===== config.mk =====
export PLATFORM = sky130hd
export DESIGN_NAME = sid_i2s_tx_flat
export DESIGN_NICKNAME = d
export VERILOG_FILES = /design/src/rtl/sid_audio_pkg.sv /design/src/rtl/sid_i2s_tx_if.sv /design/src/rtl/sid_sample_fifo2.sv /design/src/rtl/sid_i2s_tx.sv /design/src/flat_wrapper.sv
export SDC_FILE = /design/constraint.sdc
export NUM_CORES = 1
export LEC_CHECK = 0
export CORE_UTILIZATION = 55
export DETAILED_ROUTE_END_ITERATION = 7
export MAX_ROUTING_LAYER = met4
export PLACE_DENSITY = 0.76
export SETUP_SLACK_MARGIN = 0.05
export SYNTH_ARGS = -nofsm -noshare
export SYNTH_HDL_FRONTEND = slang
export SYNTH_HIERARCHICAL = 1
export SYNTH_SLANG_ARGS = --single-unit
export TNS_END_PERCENT = 20

===== constraint.sdc =====
create_clock -name clk -period 2.9 [get_ports clk]
set_clock_uncertainty 0.1 [all_clocks]
set_input_delay 0.435 -clock clk [delete_from_list [all_inputs] [get_ports clk]]
set_output_delay 0.435 -clock clk [all_outputs]
set_load 0.05 [all_outputs]

===== src/rtl/sid_audio_pkg.sv =====
// Shared types, frame geometry and bit selection
// for the SID I2S audio output path.
package sid_audio_pkg;

  localparam int FRAME_BITS = 32;
  localparam int SLOT_BITS  = 16;
  localparam int FRAME_W    = $clog2(FRAME_BITS);

  typedef logic [SLOT_BITS-1:0] sample_t;

  // f=1 carries the MSB; f=0 wraps to the LSB
  function automatic logic [3:0] bit_sel(input logic [FRAME_W-1:0] f);
    logic [FRAME_W-1:0] w_m;
    w_m = f - FRAME_W'(1);
    return 4'(SLOT_BITS - 1) - w_m[3:0];
  endfunction

endpackage


===== src/rtl/sid_i2s_tx_if.sv =====
// Sample push bus from the filter/volume stage
// into the I2S transmitter (strobe, no ready).
interface sid_i2s_tx_if;
  import sid_audio_pkg::*;

  sample_t sample_in;
  logic    sample_valid;

  modport master (output sample_in, output sample_valid);
  modport slave  (input  sample_in, input  sample_valid);

endinterface


===== src/rtl/sid_sample_fifo2.sv =====
// Two-entry sample buffer; a push into a full
// buffer replaces the newest entry.
module sid_sample_fifo2
  import sid_audio_pkg::*;
(
  input  logic       clk,
  input  logic       rst,
  input  logic       i_push,
  input  sample_t    i_data,
  input  logic       i_pop,
  input  logic       i_ovf_clr,
  output sample_t    o_head,
  output logic [1:0] o_level,
  output logic       o_ovf
);

  sample_t    r_e0;
  sample_t    r_e1;
  logic [1:0] r_level;
  logic       r_ovf;

  logic w_pop;
  logic w_full;
  logic w_set;

  assign w_pop  = i_pop && (r_level != 2'd0);
  assign w_full = (r_level == 2'd2);
  assign w_set  = i_push && w_full && !w_pop;

  // r_e0 always holds the oldest entry
  always_ff @(posedge clk) begin
    if (rst) begin
      r_e0    <= '0;
      r_e1    <= '0;
      r_level <= 2'd0;
    end else begin
      case ({w_pop, i_push})
        2'b10: begin
          r_e0    <= r_e1;
          r_level <= r_level - 2'd1;
        end
        2'b01: begin
          if (r_level == 2'd0) r_e0 <= i_data;
          else                 r_e1 <= i_data;
          if (!w_full) r_level <= r_level + 2'd1;
        end
        2'b11: begin
          if (w_full) begin
            r_e0 <= r_e1;
            r_e1 <= i_data;
          end else begin
            r_e0 <= i_data;
          end
        end
        default: ;
      endcase
    end
  end

  // sticky overflow; a new event beats the clear
  always_ff @(posedge clk) begin
    if (rst)            r_ovf <= 1'b0;
    else if (w_set)     r_ovf <= 1'b1;
    else if (i_ovf_clr) r_ovf <= 1'b0;
  end

  assign o_head  = r_e0;
  assign o_level = r_level;
  assign o_ovf   = r_ovf;

endmodule


===== src/rtl/sid_i2s_tx.sv =====
// I2S transmitter: bit clock divider, frame
// counter and serializer, mono sample on L and R.
module sid_i2s_tx
  import sid_audio_pkg::*;
#(
  parameter int CLK_DIV  = 4,
  parameter int SAMPLE_W = 16
) (
  input  logic         clk,
  input  logic         rst,
  sid_i2s_tx_if.slave  s_in,
  input  logic         enable,
  input  logic         ovf_clr,
  output logic         i2s_bclk,
  output logic         i2s_lrck,
  output logic         i2s_sdata,
  output logic [1:0]   fifo_level,
  output logic         overflow,
  output logic         underrun
);

  localparam int DIV_W = (CLK_DIV > 2) ? $clog2(CLK_DIV) : 1;

  logic [DIV_W-1:0]    r_div;
  logic                r_bclk;
  logic                r_lrck;
  logic                r_sdata;
  logic                r_und;
  logic [FRAME_W-1:0]  r_f;
  logic [SAMPLE_W-1:0] r_cur;

  logic               w_tc;
  logic               w_fall;
  logic               w_fetch;
  logic [FRAME_W-1:0] w_f_nx;
  sample_t            w_head;
  logic [1:0]         w_level;

  assign w_tc    = (r_div == DIV_W'(CLK_DIV - 1));
  assign w_fall  = enable && w_tc && r_bclk;
  assign w_f_nx  = r_f + FRAME_W'(1);
  assign w_fetch = w_fall && (w_f_nx == FRAME_W'(1));

  sid_sample_fifo2 u_fifo (
    .clk       (clk),
    .rst       (rst),
    .i_push    (s_in.sample_valid),
    .i_data    (s_in.sample_in),
    .i_pop     (w_fetch),
    .i_ovf_clr (ovf_clr),
    .o_head    (w_head),
    .o_level   (w_level),
    .o_ovf     (overflow)
  );

  // divider, frame counter and serializer; frame abandoned when disabled
  always_ff @(posedge clk) begin
    if (rst || !enable) begin
      r_div   <= '0;
      r_bclk  <= 1'b0;
      r_f     <= '0;
      r_cur   <= '0;
      r_lrck  <= 1'b0;
      r_sdata <= 1'b0;
      r_und   <= 1'b0;
    end else begin
      r_und <= 1'b0;
      if (w_tc) begin
        r_div  <= '0;
        r_bclk <= ~r_bclk;
      end else begin
        r_div <= r_div + DIV_W'(1);
      end
      if (w_fall) begin
        r_f    <= w_f_nx;
        r_lrck <= w_f_nx[FRAME_W-1];
        if (w_fetch) begin
          if (w_level != 2'd0) begin
            r_cur   <= w_head;
            r_sdata <= w_head[SLOT_BITS-1];
          end else begin
            r_und   <= 1'b1;
            r_sdata <= r_cur[SAMPLE_W-1];
          end
        end else begin
          r_sdata <= r_cur[bit_sel(w_f_nx)];
        end
      end
    end
  end

  assign i2s_bclk   = r_bclk;
  assign i2s_lrck   = r_lrck;
  assign i2s_sdata  = r_sdata;
  assign fifo_level = w_level;
  assign underrun   = r_und;

endmodule


===== src/flat_wrapper.sv =====
// flat-port wrapper written by rule: the top's interface ports become plain ports
module sid_i2s_tx_flat import sid_audio_pkg::*;
#(
  parameter int CLK_DIV  = 4,
  parameter int SAMPLE_W = 16
)
  (clk, rst, enable, ovf_clr, i2s_bclk, i2s_lrck, i2s_sdata, fifo_level, overflow, underrun, s_in_sample_in, s_in_sample_valid);
  sid_i2s_tx_if s_in_i ();
  input  logic clk;
  input  logic rst;
  input  logic enable;
  input  logic ovf_clr;
  output logic i2s_bclk;
  output logic i2s_lrck;
  output logic i2s_sdata;
  output logic [1:0] fifo_level;
  output logic overflow;
  output logic underrun;
  input wire logic [$bits(s_in_i.sample_in)-1:0] s_in_sample_in;
  input wire logic [$bits(s_in_i.sample_valid)-1:0] s_in_sample_valid;
  assign s_in_i.sample_in = s_in_sample_in;
  assign s_in_i.sample_valid = s_in_sample_valid;
  sid_i2s_tx #(.CLK_DIV(CLK_DIV), .SAMPLE_W(SAMPLE_W)) u_core (.clk(clk), .rst(rst), .s_in(s_in_i), .enable(enable), .ovf_clr(ovf_clr), .i2s_bclk(i2s_bclk), .i2s_lrck(i2s_lrck), .i2s_sdata(i2s_sdata), .fifo_level(fifo_level), .overflow(overflow), .underrun(underrun));
endmodule

---- After elaboration in Yosys (flattened, before gate mapping) ----
Index checks and enable logic that the tools add are counted.
W data, S select, Z words.
storage, ports and cells
  register bits after elaboration ......... 62
  input bits .............................. 21
  output and inout port bits .............. 7
  word-level logic and storage cells ...... 67
cells by class
  add/sub/neg operators ................... 6
  order comparisons ....................... 1
  eq/ne operators ......................... 10
  muxes and demuxes ....................... 15
  bitwise gates (word level) .............. 3
  reduce and logical (&&, ||, !) cells .... 21
operator list
  kind                   count
  $mux W16               4
  $pmux W16 S3           1
  $pmux W16 S2           1
  $eq A2 B2 Y1 const B   4
  $ne A2 B2 Y1 const B   4
  $reduce_bool A2 Y1     4
  $logic_and A1 B1 Y1    6
  $mux W1                6
  $reduce_and A3 Y1      2
  $add A5 B1 Y5 const B  1
  $eq A5 B1 Y1 const B   1
  $lt A4 B5 Y1 const B   1
  $add A2 B1 Y2 const B  2
  $bmux W1 S4            1
  $pmux W2 S2            1
  $reduce_and A2 Y1      2
  $sub A4 B1 Y4 const B  1
  $sub A4 B4 Y4 const A  1
  $not A1 Y1             3
  $reduce_bool A3 Y1     1
  $reduce_or A3 Y1       1
  $eq A2 B1 Y1 const B   1
  $logic_not A1 Y1       2
  $logic_not A2 Y1       1
  4 further kinds        4

---- Depth between registers and ports, before layout ----
  word-level depth ........................ 8
  gate-level depth with buffers ........... 11

---- Hierarchy ----
Netlist, hierarchy kept.
by module, submodules not included
  module            instances  cells each  area an instance (um^2)  seq. area each (um^2)
  sid_sample_fifo2  1          207         1920.6                   700.7
  sid_i2s_tx        1          132         1308.8                   520.5

---- Least setup slack after synthesis ----
No wires, ideal clock.
  path type ............................... register to register
  start point ............................. reg u_core.r_bclk, in the netlist u_core/i2s_bclk
  end point ............................... reg u_core.u_fifo.r_e1[10]
  arrival ................................. 2227 ps
  required time ........................... 2680 ps
  setup slack ............................. 453 ps
  cell stages (with the launch flop) ...... 9
  path buffers ............................ 3
  clock period less this slack ............ 2447 ps
  cell sequence ........................... dfxtp_1 -> nand3_1 -> nor4_1 -> buf_2 -> nand2_2 -> and3b_1 -> buf_6 -> buf_6 -> mux2i_1
on the way
  word-level cells in the longest chain between the ends .. 6
  elaborated cells between the ends (all ways) .. 10
  classes of those cells .................. 4 x eq/ne; 1 x mux; 5 x reduce/logical
ends and longest elaborated chain
  item                                                                 RTL line                text
  start: declaration                                                   sid_i2s_tx.sv:25        logic r_bclk;
  start signal: assignment                                             sid_i2s_tx.sv:70        r_bclk <= ~r_bclk;
  $logic_and A1 B1 Y1 (*)                                              sid_i2s_tx.sv:40        assign w_fall = enable && w_tc && r_bclk;
  $logic_and A1 B1 Y1 (*)                                              sid_i2s_tx.sv:42        assign w_fetch = w_fall && (w_f_nx == FRAME_W'(1));
  via u_core.w_fetch                                                   sid_i2s_tx.sv:34        logic w_fetch;
  $logic_and A1 B1 Y1 (*)                                              sid_sample_fifo2.sv:26  assign w_pop = i_pop && (r_level != 2'd0);
  $eq A2 B1 Y1 or $eq A2 B2 Y1 (tied branches)                         sid_sample_fifo2.sv:37  case ({w_pop, i_push})
  $ne A2 B2 Y1 (no source line) or $reduce_bool A2 Y1 (tied branches)  n/a
  $reduce_and A3 Y1 (no source line)                                   n/a
  end signal: assignment                                               sid_sample_fifo2.sv:44  else r_e1 <= i_data;
  end signal: assignment                                               sid_sample_fifo2.sv:50  r_e1 <= i_data;
  end: declaration                                                     sid_sample_fifo2.sv:18  sample_t r_e1;
The timed path passes the listed nets; every way through them passes the cells marked *.
A chain may end at the register's enable or synchronous reset.

---- Worst setup path in the final report ----
  start point ............................. reg u_core.r_f[1]
  end point ............................... reg u_core.u_fifo.r_e0[13], in the netlist u_core/u_fifo/o_head[13]
on the way
  word-level cells in the longest chain between the ends .. 7
  elaborated cells between the ends (all ways) .. 11
  classes of those cells .................. 1 x add/sub; 5 x eq/ne; 1 x mux; 4 x reduce/logical
ends and longest elaborated chain
  item                                                                 RTL line                text
  start: declaration                                                   sid_i2s_tx.sv:29        logic [FRAME_W-1:0] r_f;
  start signal: assignment                                             sid_i2s_tx.sv:75        r_f <= w_f_nx;
  $add A5 B1 Y5 (*)                                                    sid_i2s_tx.sv:41        assign w_f_nx = r_f + FRAME_W'(1);
  $eq A5 B1 Y1 (*)                                                     sid_i2s_tx.sv:42
  $logic_and A1 B1 Y1 (*)                                              sid_i2s_tx.sv:42
  via u_core.w_fetch                                                   sid_i2s_tx.sv:34
  $logic_and A1 B1 Y1 (*)                                              sid_sample_fifo2.sv:26
  $eq A2 B1 Y1 or $eq A2 B2 Y1 (tied branches)                         sid_sample_fifo2.sv:37
  $ne A2 B2 Y1 (no source line) or $reduce_bool A3 Y1 (tied branches)  n/a
  $reduce_and A2 Y1 (no source line)                                   n/a
  end signal: assignment                                               sid_sample_fifo2.sv:39  r_e0 <= r_e1;
  end signal: assignment                                               sid_sample_fifo2.sv:43  if (r_level == 2'd0) r_e0 <= i_data;
  end signal: assignment                                               sid_sample_fifo2.sv:49  r_e0 <= r_e1;
  end: declaration                                                     sid_sample_fifo2.sv:17  sample_t r_e0;
Marked as above.

==> metrics.txt <==
Finished Layout Cells=436; final setup vio count=0; most common flop cell mapped by yosys=sky130_fd_sc_hd__dfxtp_1; CTS tree=built; total design power=1.87 mW; data required time of the critical path=between 3000 and 4000 ps; max-capacitance violation count=0; RSZ-0062 raised after global routing=no; EDFF count, synth=0; total via count after detailed routing=2549; horizontal die dimension=about 79 um; clock latency on the worst-skew pair=roughly 350 ps; synthesized net count=363; H-tree level count=3; Reg clk slew, reported paths=70 ps; post-place setup slack=around 130 ps; Setup TNS Final=0 ps; ratio of routed vias to standard cells=a little under 6; category of the worst setup path capture point=register; Hold Fails Final Rpt=0; peak ir drop on the vdd network=0.304 mV; leading cell types in the layout, fill and taps excluded=sky130_fd_sc_hd__dfxtp_1 (61), sky130_fd_sc_hd__mux2i_1 (37), sky130_fd_sc_hd__nand2b_1 (36), sky130_fd_sc_hd__nor3_1 (32), sky130_fd_sc_hd__clkdlybuf4s50_1 (27); DRT Wirelength=around 6500 um; leading cell type in the layout, fill and taps excluded=sky130_fd_sc_hd__dfxtp_1; number of global-route vias before repair=about 2400; standard cell core area=5570 sq um; half-perimeter wire length after detailed placement=between 4000 and 5000 um; total non-filler cell area in the finished layout=approximately 3700 sq um; drc violations=0; Netlist cell types=between 50 and 60; fraction of registers with async set/reset=0%; number of top-level pins=28; final critical-path setup slack=about 440 ps; register area share after synthesis=around 38%; number of antenna diodes=0; final worst-path cycle share=roughly 85%; total number of placement rows=27; router iterations before antenna repair=4; Placed Area=between 3000 and 4000 sq um; total routing usage reported by global routing=between 20% and 30%; synthesized area per cell=~9.5 sq um; Clock Sink Count=61; Filler Cell Count=approximately 470; Final Net Count=383; largest net degree at the start of global routing=52; static power due to leakage=1.27 nW; minimum clock period=between 2000 and 2500 ps; YS warnings=6; buffer type at the clock tree root=sky130_fd_sc_hd__clkbuf_8; overflow left after global routing=0; effective utilization at floorplan=between 50% and 60%; number of buffers inserted during clock tree synthesis=9; result of the run=completed; startpoint type of the worst setup path=register; Syn Inst Count=339; count of final max-slew check failures=0; placed insts=420; post-detailed-route count of antenna-violating nets=0; average wire per cell in the routed design=~15 um; ratio of cells with drive above 1 in the final layout=15.4%; number of DRC markers in iteration 0=~170; transition time at the pin with the least slew margin=slightly below 600 ps; WP data arrival=around 2600 ps; chip height=roughly 80 um; initial antenna violation count=0; power per unit of standard cell area=509 nW/um^2; largest fanout on the critical path=14; first-pass GRT wire length=approximately 11000 um; register bit count reported by yosys=slightly above 60; Hold WC Path Type=register to register; cell area after synthesis=between 3000 and 4000 sq um; worst-case clock buffer depth=2; Slew headroom=about 60%; type of the worst setup path=register to register; count of port buffers added during placement=27; GPL Wtd Cong=0.815; highest achievable clock rate=between 400 and 500 MHz; layout-stage area growth over the synthesis result=13.9%; area enclosed by the die boundary=about 6000 sq um
per-stage QoR:
stage / hold WS, ps / utilization, %
floorplan: 304 / -
global placement: 313 / 62.5
detailed placement: 331 / 62.5
CTS: 340 / 66.0
global route: 367 / 66.0
finish: 333 / 66.0
report_power, final:
| part | switching, mW | internal (mW) | total, mW |
|---|---|---|---|
| registers | 0.0314 | 0.877 | 0.908 |
| logic | 0.106 | 0.111 | 0.217 |
| clock network | 0.331 | 0.418 | 0.749 |
cell type report:
type	count	area (sq um)	area share (%)
inverter	4	15.0	0.408
timing repair buffer	40	368	10.0
tap	72	90.1	2.45
clock buffer	12	145	3.95
sequential	61	1220	33.2
clock inverter	4	47.5	1.29
multi-input combinational	243	1790	48.7
flip-flops by register name, indices dropped and copies added, names as in the netlist:
name	flops
u_core/r_cur	16
u_core/u_fifo/o_head	16
u_core/u_fifo/r_e1	16
u_core/r_f	4
u_core/r_div	2
u_core/u_fifo/o_level	2
u_core/i2s_bclk	1
u_core/i2s_lrck	1
u_core/i2s_sdata	1
u_core/u_fifo/o_ovf	1
u_core/underrun	1
cell usage after synthesis, types with 3 or more instances:
cell type	number	area, sq um
sky130_fd_sc_hd__dfxtp_1	61	1220
sky130_fd_sc_hd__mux2i_1	37	370
sky130_fd_sc_hd__nand2b_1	36	225
sky130_fd_sc_hd__nor3_1	32	160
sky130_fd_sc_hd__nor2_1	22	82.6
sky130_fd_sc_hd__mux2_2	16	180
sky130_fd_sc_hd__nor4_1	15	93.8
sky130_fd_sc_hd__o22ai_1	14	87.6
sky130_fd_sc_hd__clkbuf_1	10	37.5
sky130_fd_sc_hd__a21oi_1	7	35.0
sky130_fd_sc_hd__buf_6	7	78.8
sky130_fd_sc_hd__buf_2	6	30.0
sky130_fd_sc_hd__buf_4	5	37.5
sky130_fd_sc_hd__nand2_1	5	18.8
sky130_fd_sc_hd__nand3_1	5	25.0
sky130_fd_sc_hd__inv_1	4	15.0
sky130_fd_sc_hd__mux4_2	4	90.1
sky130_fd_sc_hd__ha_1	3	37.5
sky130_fd_sc_hd__o21a_1	3	22.5
sky130_fd_sc_hd__o21ai_0	3	15.0
layer usage:
metal | track usage [%] | share of wire (%)
met2 | 37.3 | 47
met1 | 31.9 | 47
met4 | 9.81 | 2.0
met5 | - | 0
met3 | 5.70 | 4.1
critical path: stages, from the launching register on:
cell	delay, ps
sky130_fd_sc_hd__dfxtp_1	340
sky130_fd_sc_hd__ha_1	250
sky130_fd_sc_hd__and3b_1	210
sky130_fd_sc_hd__nor3_2	70
sky130_fd_sc_hd__nor4_1	310
sky130_fd_sc_hd__buf_4	240
sky130_fd_sc_hd__o21a_1	450
sky130_fd_sc_hd__nor3_1	90
sky130_fd_sc_hd__nor4_1	280
final timing paths:
check | endpoint | startpoint | cells after the start | slack (ps)
setup / recovery | u_core/u_fifo/o_head[13]$_SDFFE_PP0P_ | u_core/r_f[1]$_SDFFE_PP0P_ | 8 | 440
hold / removal | u_core/r_div[0]$_SDFF_PP0_ | u_core/r_div[0]$_SDFF_PP0_ | 1 | 330
setup reg to reg | u_core/u_fifo/o_head[13]$_SDFFE_PP0P_ | u_core/r_f[1]$_SDFFE_PP0P_ | 8 | 440
hold reg to reg | u_core/r_div[0]$_SDFF_PP0_ | u_core/r_div[0]$_SDFF_PP0_ | 1 | 330
timing repair:
action,CTS,global route
setup endpoints to repair,0,16
gates resized for setup,0,1
buffers inserted,0,0
hold buffers,0,0
kinds of logic (layout without fill, tap and decap cells):
family,count (synthesis),in the layout,synth area share [%]
adders and majority gates,3,3,1.16
and+or+nand+nor,139,139,25.0
xor gates and xnor gates,4,4,1.09
buffers and inverters,35,60,7.01
AOI/OAI and AO/OA,40,40,8.10
muxes,57,57,19.8
DFF,61,61,37.8
(Power assumes the default switching activity.)
